`src/rtl/nx_fifo_wr_arb.sv`:
```
// nx_fifo_wr_arb: round-robin arbiter merging 4 requesters onto one FIFO write port.
// Define NX_FIFO_ARB_LOCK_EN to hold the grant on one requester until its eop beat.
module nx_fifo_wr_arb #(
  parameter int NREQ = 4,
  parameter int DW   = 68,
  parameter int FSW  = 12
) (
  input  logic              clk,
  input  logic              rst_n,
  input  logic              clear,
  input  logic [NREQ-1:0]   req,
  input  logic [NREQ*DW-1:0] req_data,
  input  logic [NREQ-1:0]   req_eop,
  output logic [NREQ-1:0]   gnt,
  output logic              fifo_wen,
  output logic [DW+2:0]     fifo_wdata,
  input  logic [FSW-1:0]    fifo_free_slots,
  input  logic              fifo_overflow,
  output logic              arb_busy,
  output logic              arb_err
);

  typedef enum logic {IDLE, LOCKED} state_t;

  state_t     state_q, state_d;
  logic [1:0] ptr_q, ptr_d;
  logic [1:0] owner_q, owner_d;
  logic [1:0] win;
  logic       pend_q, pend_d;
  logic       err_d;
  logic       can_wr;
  logic       xfer;
  logic       win_eop;
  logic [7:0] req2;
  logic [3:0] rot;

  // One registered write may still be in flight toward the FIFO.
  assign can_wr  = fifo_free_slots > FSW'(fifo_wen);
  assign req2    = {req, req};
  assign rot     = req2[ptr_q +: 4];
  assign xfer    = |gnt;
  assign win_eop = req_eop[win];

  always_comb begin
    win = ptr_q;
    gnt = '0;
    if (state_q == LOCKED) begin
      win = owner_q;
    end else begin
      priority case (1'b1)
        rot[0]:  win = ptr_q;
        rot[1]:  win = ptr_q + 2'd1;
        rot[2]:  win = ptr_q + 2'd2;
        rot[3]:  win = ptr_q + 2'd3;
        default: win = ptr_q;
      endcase
    end
    if (rst_n && !clear && can_wr && req[win])
      gnt[win] = 1'b1;
  end

  always_comb begin
    state_d = state_q;
    ptr_d   = ptr_q;
    owner_d = owner_q;
    err_d   = arb_err | fifo_overflow;
    // Owner was waiting on a stall last cycle; dropping req now is illegal.
    pend_d  = (state_q == LOCKED) && req[owner_q]
              && !gnt[owner_q];
    if (state_q == LOCKED && pend_q && !req[owner_q])
      err_d = 1'b1;
    if (xfer) begin
      ptr_d = win + 2'd1;
`ifdef NX_FIFO_ARB_LOCK_EN
      if (state_q == IDLE && !win_eop) begin
        state_d = LOCKED;
        owner_d = win;
      end else if (state_q == LOCKED && win_eop) begin
        state_d = IDLE;
      end
`endif
    end
    if (clear) begin
      state_d = IDLE;
      ptr_d   = '0;
      owner_d = '0;
      pend_d  = 1'b0;
      err_d   = 1'b0;
    end
  end

  always_ff @(posedge clk or negedge rst_n) begin
    if (!rst_n) begin
      state_q    <= IDLE;
      ptr_q      <= '0;
      owner_q    <= '0;
      pend_q     <= 1'b0;
      arb_err    <= 1'b0;
      fifo_wen   <= 1'b0;
      fifo_wdata <= '0;
    end else begin
      state_q  <= state_d;
      ptr_q    <= ptr_d;
      owner_q  <= owner_d;
      pend_q   <= pend_d;
      arb_err  <= err_d;
      fifo_wen <= xfer;
      if (xfer)
        fifo_wdata <= {win, win_eop,
                       req_data[32'(win)*DW +: DW]};
    end
  end

`ifdef NX_FIFO_ARB_LOCK_EN
  assign arb_busy = (state_q == LOCKED);
`else
  assign arb_busy = 1'b0;
`endif

endmodule

```
`config.mk`:
```
export PLATFORM = sky130hd
export DESIGN_NAME = nx_fifo_wr_arb
export DESIGN_NICKNAME = d
export VERILOG_FILES = /design/src/rtl/nx_fifo_wr_arb.sv
export SDC_FILE = /design/constraint.sdc
export NUM_CORES = 1
export LEC_CHECK = 0
export CAP_MARGIN = 20
export CORE_AREA = 4 4 141 143
export CTS_CLUSTER_DIAMETER = 200
export DETAILED_ROUTE_END_ITERATION = 7
export DIE_AREA = 0 0 145 147
export PLACE_DENSITY = 0.65
export SYNTH_ARGS = -nofsm -noshare
export SYNTH_HDL_FRONTEND = slang
export SYNTH_SLANG_ARGS = --single-unit
export TNS_END_PERCENT = 50
```
`constraint.sdc`:
```
create_clock -name clk -period 2.97 [get_ports clk]
set_clock_uncertainty 0.1 [all_clocks]
set_input_delay 0.7425 -clock clk [delete_from_list [all_inputs] [get_ports clk]]
set_output_delay 0.7425 -clock clk [all_outputs]
set_load 0.02 [all_outputs]
```
# [Word level (Yosys, flattened, before mapping)]
# Cells that the tools add are included.
[totals] regBits=75 input_bits=296 output_inout_bits=78 word_cells=36
[op_classes] add_sub_neg=4 multipliers=1 order_cmp=3 n_shift=2 muxes=14 bitwise=1 reduce_logical=7
[ops] op="indexed part select 272 x 10 -> 68 bit" count=1
[ops] op="greater-than comparator 12 x 1 -> 1 bit" count=1
[ops] op="two-way mux 2 bit" count=6
[ops] op="indexed part select 8 x 3 -> 4 bit" count=1
[ops] op="multiplier 2 x 5 -> 7 bit, second input constant" count=1
[ops] op="adder 2 x 1 -> 2 bit, second input constant" count=2
[ops] op="adder 2 bit, second input constant" count=2
[ops] op="binary-select mux 1 bit (select 2 bit)" count=2
[ops] op="logical AND 1 bit" count=4
[ops] op="two-way mux 1 bit" count=4
[ops] op="two-way mux 4 bit" count=1
[ops] op="OR reduction 4 bit" count=1
[ops] op="less-than comparator 2 x 3 -> 1 bit, second input constant" count=1
[ops] op="demux 1 bit (select 2 bit)" count=1
[ops] op=">= comparator 2 x 1 -> 1 bit, second input constant" count=1
[ops] op="nonzero test 2 bit" count=1
[ops] op="logical NOT 1 bit" count=1
[ops] op="bitwise OR 1 bit" count=1

# [Depth between registers and ports, before layout]
# Gate-level depths: netlist (run 1).
[depth] ltp_word=13 mapped_depth=8

# [Least setup slack after synthesis (run 1)]
# OpenSTA, ideal clock, no wires.
[synth_path] kind="in2out" from="in fifo_free_slots[0]" to="out gnt[1]" arrival_ps=2228 setup_slack_ps=-100 cell_stages=6 path_cell_list="inv_1 ha_1 o2111a_1 nor3_4 buf_2 nor2b_1"
[synth_between] elab_chain_len=4
[synth_rtl] element="from (decl)" line_no="17" rtl="input logic [FSW-1:0] fifo_free_slots,"
[synth_rtl] element="greater-than comparator 12 x 1 -> 1 bit" line_no="38" rtl="assign can_wr = fifo_free_slots > FSW'(fifo_wen);"
[synth_rtl] element="logical AND 1 bit (2 in a row)" line_no="58" rtl="if (rst_n && !clear && can_wr && req[win])"
[synth_rtl] element="two-way mux 4 bit" line_no="58"
[synth_rtl] element="to (decl)" line_no="14" rtl="output logic [NREQ-1:0] gnt,"
# Every way passes these cells.

# [Worst setup path after layout (run 1)]
[layout_path] from="in req[0]" to="out gnt[3]"
[layout_between] elab_chain_len=10 elab_cells_between_ends=14
[layout_rtl] element="from (decl)" line_no="11" rtl="input logic [NREQ-1:0] req,"
[layout_rtl] element="indexed part select 8 x 3 -> 4 bit" line_no="40" rtl="assign rot = req2[ptr_q +: 4];"
[layout_rtl] element="two-way mux 2 bit (4 in a row)" line_no="50" rtl="priority case (1'b1)"
[layout_rtl] element="less-than comparator 2 x 3 -> 1 bit (implied by the code) / >= comparator 2 x 1 -> 1 bit (equally long branches)" line_no="59" rtl="gnt[win] = 1'b1;"
[layout_rtl] element="logical AND 1 bit (implied by the code)" line_no="59"
[layout_rtl] element="two-way mux 1 bit (implied by the code)" line_no="59"
[layout_rtl] element="demux 1 bit (select 2 bit)" line_no="59"
[layout_rtl] element="two-way mux 4 bit *" line_no="58"
# Mark *: on every way between the ends. The rest lies on a longest branch, timed or not. The select of a mux whose other input is x is not followed.

==> run metrics, run 1 <==
Pins Over Slew Limit=0; Core ar.=0.0186 mm^2; GPL Wtd Cong=0.851; Total GRT Usage=0.183; io pins=374; Slew @ Worst Pin=0.696 ns; status=completed; initial core utilization=0.274; number of diodes=0; Worst setup SP type=input pin; max incr delay on CP=0.53 ns; CP bufs+invs=3; crit path kind=in -> out; Pwr Density=498 mW/mm^2; IO Port Bufs=372; drt first pass iters=4; DIE AREA=0.0213 mm^2; Cell Rows=50; CP Capture Type=output port; final hold violation count=0; start of the worst register-to-register path=fifo_wen$_DFF_PN0_; Remaining Overflow, GRT=0; Final period util=0.983; HPWL Detailed=16500 um; pre-CTS setup slack=-0.770 ns; Gate Count Post-Synth=432; most common cell after layout, fill and taps aside=clkdlybuf4s50_1; post-route ant nets=0; Iter 0 DRT Violations=164; Yosys Warn Count=0; leakage power=0.00423 uW; Area growth syn-to-layout=87.5%; fin util=0.513; layout cell share with drive strength beyond 1=0.173; Syn Std Cell Area=0.00509 mm^2; Die Ht=147 um; setup TNS=0 ns; H-tree level count=3; DRT Wirelength=20100 um; Tmin final=2.92 ns; CP max stage cell=or4_4; Worst Hold Class=in -> async; CTS root buf=clkbuf_16; die width=145 um; Slew HR=0.536; vias in the first global route=5618; count of nets after finishing=1103; Final Power=4760 uW; clk_lat worst skew=0.33 ns; Critical Path RT=2.13 ns; max_cap viols=0; # DRC=0; critical-path cell list=buf_2 -> buf_4 -> or4_4 -> nand3b_4 -> nor2_4 -> and2_4 -> nor2b_4 -> buf_6; delay-heaviest family, CP=simple AND/OR/NAND/NOR gates; syn_area_per_cell=11.8 um^2; Seq/Total Area, Yosys=0.369; highest achievable clock rate=0.343 GHz; first-pass GRT wire length=31200 um; Worst Setup SP=req[0]; Worst Slack Setup Final=0.0513 ns; Final Setup Violations=0; VDD IR max=0.293 mV; Sink Count=75; initial antenna violation count=3; Clock Pin Slew Worst Setup and Hold Paths=0.06 ns; Arr. time, crit path=2.08 ns; Hold Slack=0.404 ns; FF+latch count, synth=75; clock buffer depth=2; Yosys cell types=30; commonest cells after routing, fill and taps aside=clkdlybuf4s50_1, mux2i_1, nor2_1, dfrtp_1, a221oi_2; Net Count, Synth=729; routed via count=5031; CTS tree=built; via-per-instance ratio=4.82; largest net degree at the start of global routing=62; CP max FO=4; CTS Buf Count=9; Avg WL per Cell=19.3 um
worst paths after layout:
kind	to	slack [ns]	cells past startpoint
min in group clk	arb_err$_DFF_PN0_	0.41	2
hold / removal	fifo_wdata[60]$_DFFE_PN0P_	0.40	2
hold reg to reg	arb_err$_DFF_PN0_	0.41	2
setup / recovery	gnt[3]	0.05	8
setup reg to reg	fifo_wdata[56]$_DFFE_PN0P_	0.26	8
max in group asynchronous	fifo_wdata[16]$_DFFE_PN0P_	1.45	3
cells by family after synthesis:
| family | after synthesis | share of synthesized area |
|---|---|---|
| compound gates | 77 | 0.215 |
| xor+xnor | 1 | 0.00172 |
| fa+ha+maj | 1 | 0.00246 |
| buf+inv | 41 | 0.0502 |
| flops | 75 | 0.369 |
| mux | 139 | 0.273 |
| other cells | 1 | 0.000737 |
| simple gates | 97 | 0.0876 |
per-layer routing:
layer  vias up  share of wire  track usage
met3        31          0.085       0.0660
met2       236           0.54        0.346
met4         6          0.020       0.0584
li1       2406              -            -
met5         -         0.0013            0
met1      2352           0.36        0.188
final cells by class:
class / count / area (um^2)
fillers: 1578 / 9040
repair buffers: 403 / 3980
multi-input cells: 316 / 3020
flip-flops and latches: 75 / 1880
well taps: 234 / 293
clock buffers: 10 / 239
clock inverters: 5 / 125
inverters: 1 / 3.75
synthesized netlist by cell type (all sizes together):
library cell | count | area (um^2)
ha | 1 | 12.5
a211oi | 1 | 7.51
clkbuf | 8 | 30.0
conb | 1 | 3.75
o2111a | 1 | 11.3
o31ai | 1 | 7.51
nand2b | 2 | 12.5
nor3 | 3 | 26.3
xor2 | 1 | 8.76
nor4 | 3 | 18.8
a221oi | 69 | 1040
o211ai | 1 | 7.51
or4 | 1 | 11.3
nor2b | 6 | 37.5
a2bb2oi | 1 | 8.76
and3 | 1 | 6.26
nand3b | 1 | 20.0
nor2 | 76 | 288
and2 | 2 | 12.5
o21ai | 3 | 15.0
buf | 32 | 221
dfrtp | 75 | 1880
inv | 1 | 3.75
and3b | 1 | 8.76
nand2 | 1 | 3.75
mux2i | 139 | 1390
flip-flops by register name (all words and copies together) (netlist names):
signal      flops
fifo_wdata     71
ptr_q           2
arb_err         1
fifo_wen        1
power breakdown:
group	switching [uW]	internal (uW)	leakage, uW	total [uW]
Clock	411	922	0.000179	1330
Combinational	955	1110	0.00322	2060
Sequential	123	1240	0.000832	1360
Total	1490	3270	0.00423	4760
stage by stage:
stage                     instance area [um^2]  cells
final                                     9540   1044
after global routing                      9540   1044
after CTS                                 9490   1040
after detailed placement                  9030   1019
after global placement                    9030   1019
after floorplan                           5090    432
what timing repair did:
item,in CTS,in global routing
gates resized for setup,54,9
buffers inserted,6,4
cloned,0,0
hold buffers,0,0
endpoints found under the setup margin,57,52
pin swaps,10,9
worst reg2reg max path: cells and delay by family, from the launching register on:
kind / cells / cell delay, ns
and+or+nand+nor: 2 / 0.27
DFF: 1 / 0.39
AOI/OAI and AO/OA: 2 / 0.49
adders and majority gates: 1 / 0.30
buffers and inverters: 3 / 1.02
(Power assumes the default switching activity.)
==> run 2, diff against run 1 <==
--- a/config.mk
+++ b/config.mk
@@ -5,7 +5,6 @@
 export SDC_FILE = /design/constraint.sdc
 export NUM_CORES = 1
 export LEC_CHECK = 0
-export CAP_MARGIN = 20
 export CORE_AREA = 4 4 141 143
 export CTS_CLUSTER_DIAMETER = 200
 export DETAILED_ROUTE_END_ITERATION = 7
==> results of run 2 <==
Same layout as run 1: the final DEF is identical, and so are final timing and power.
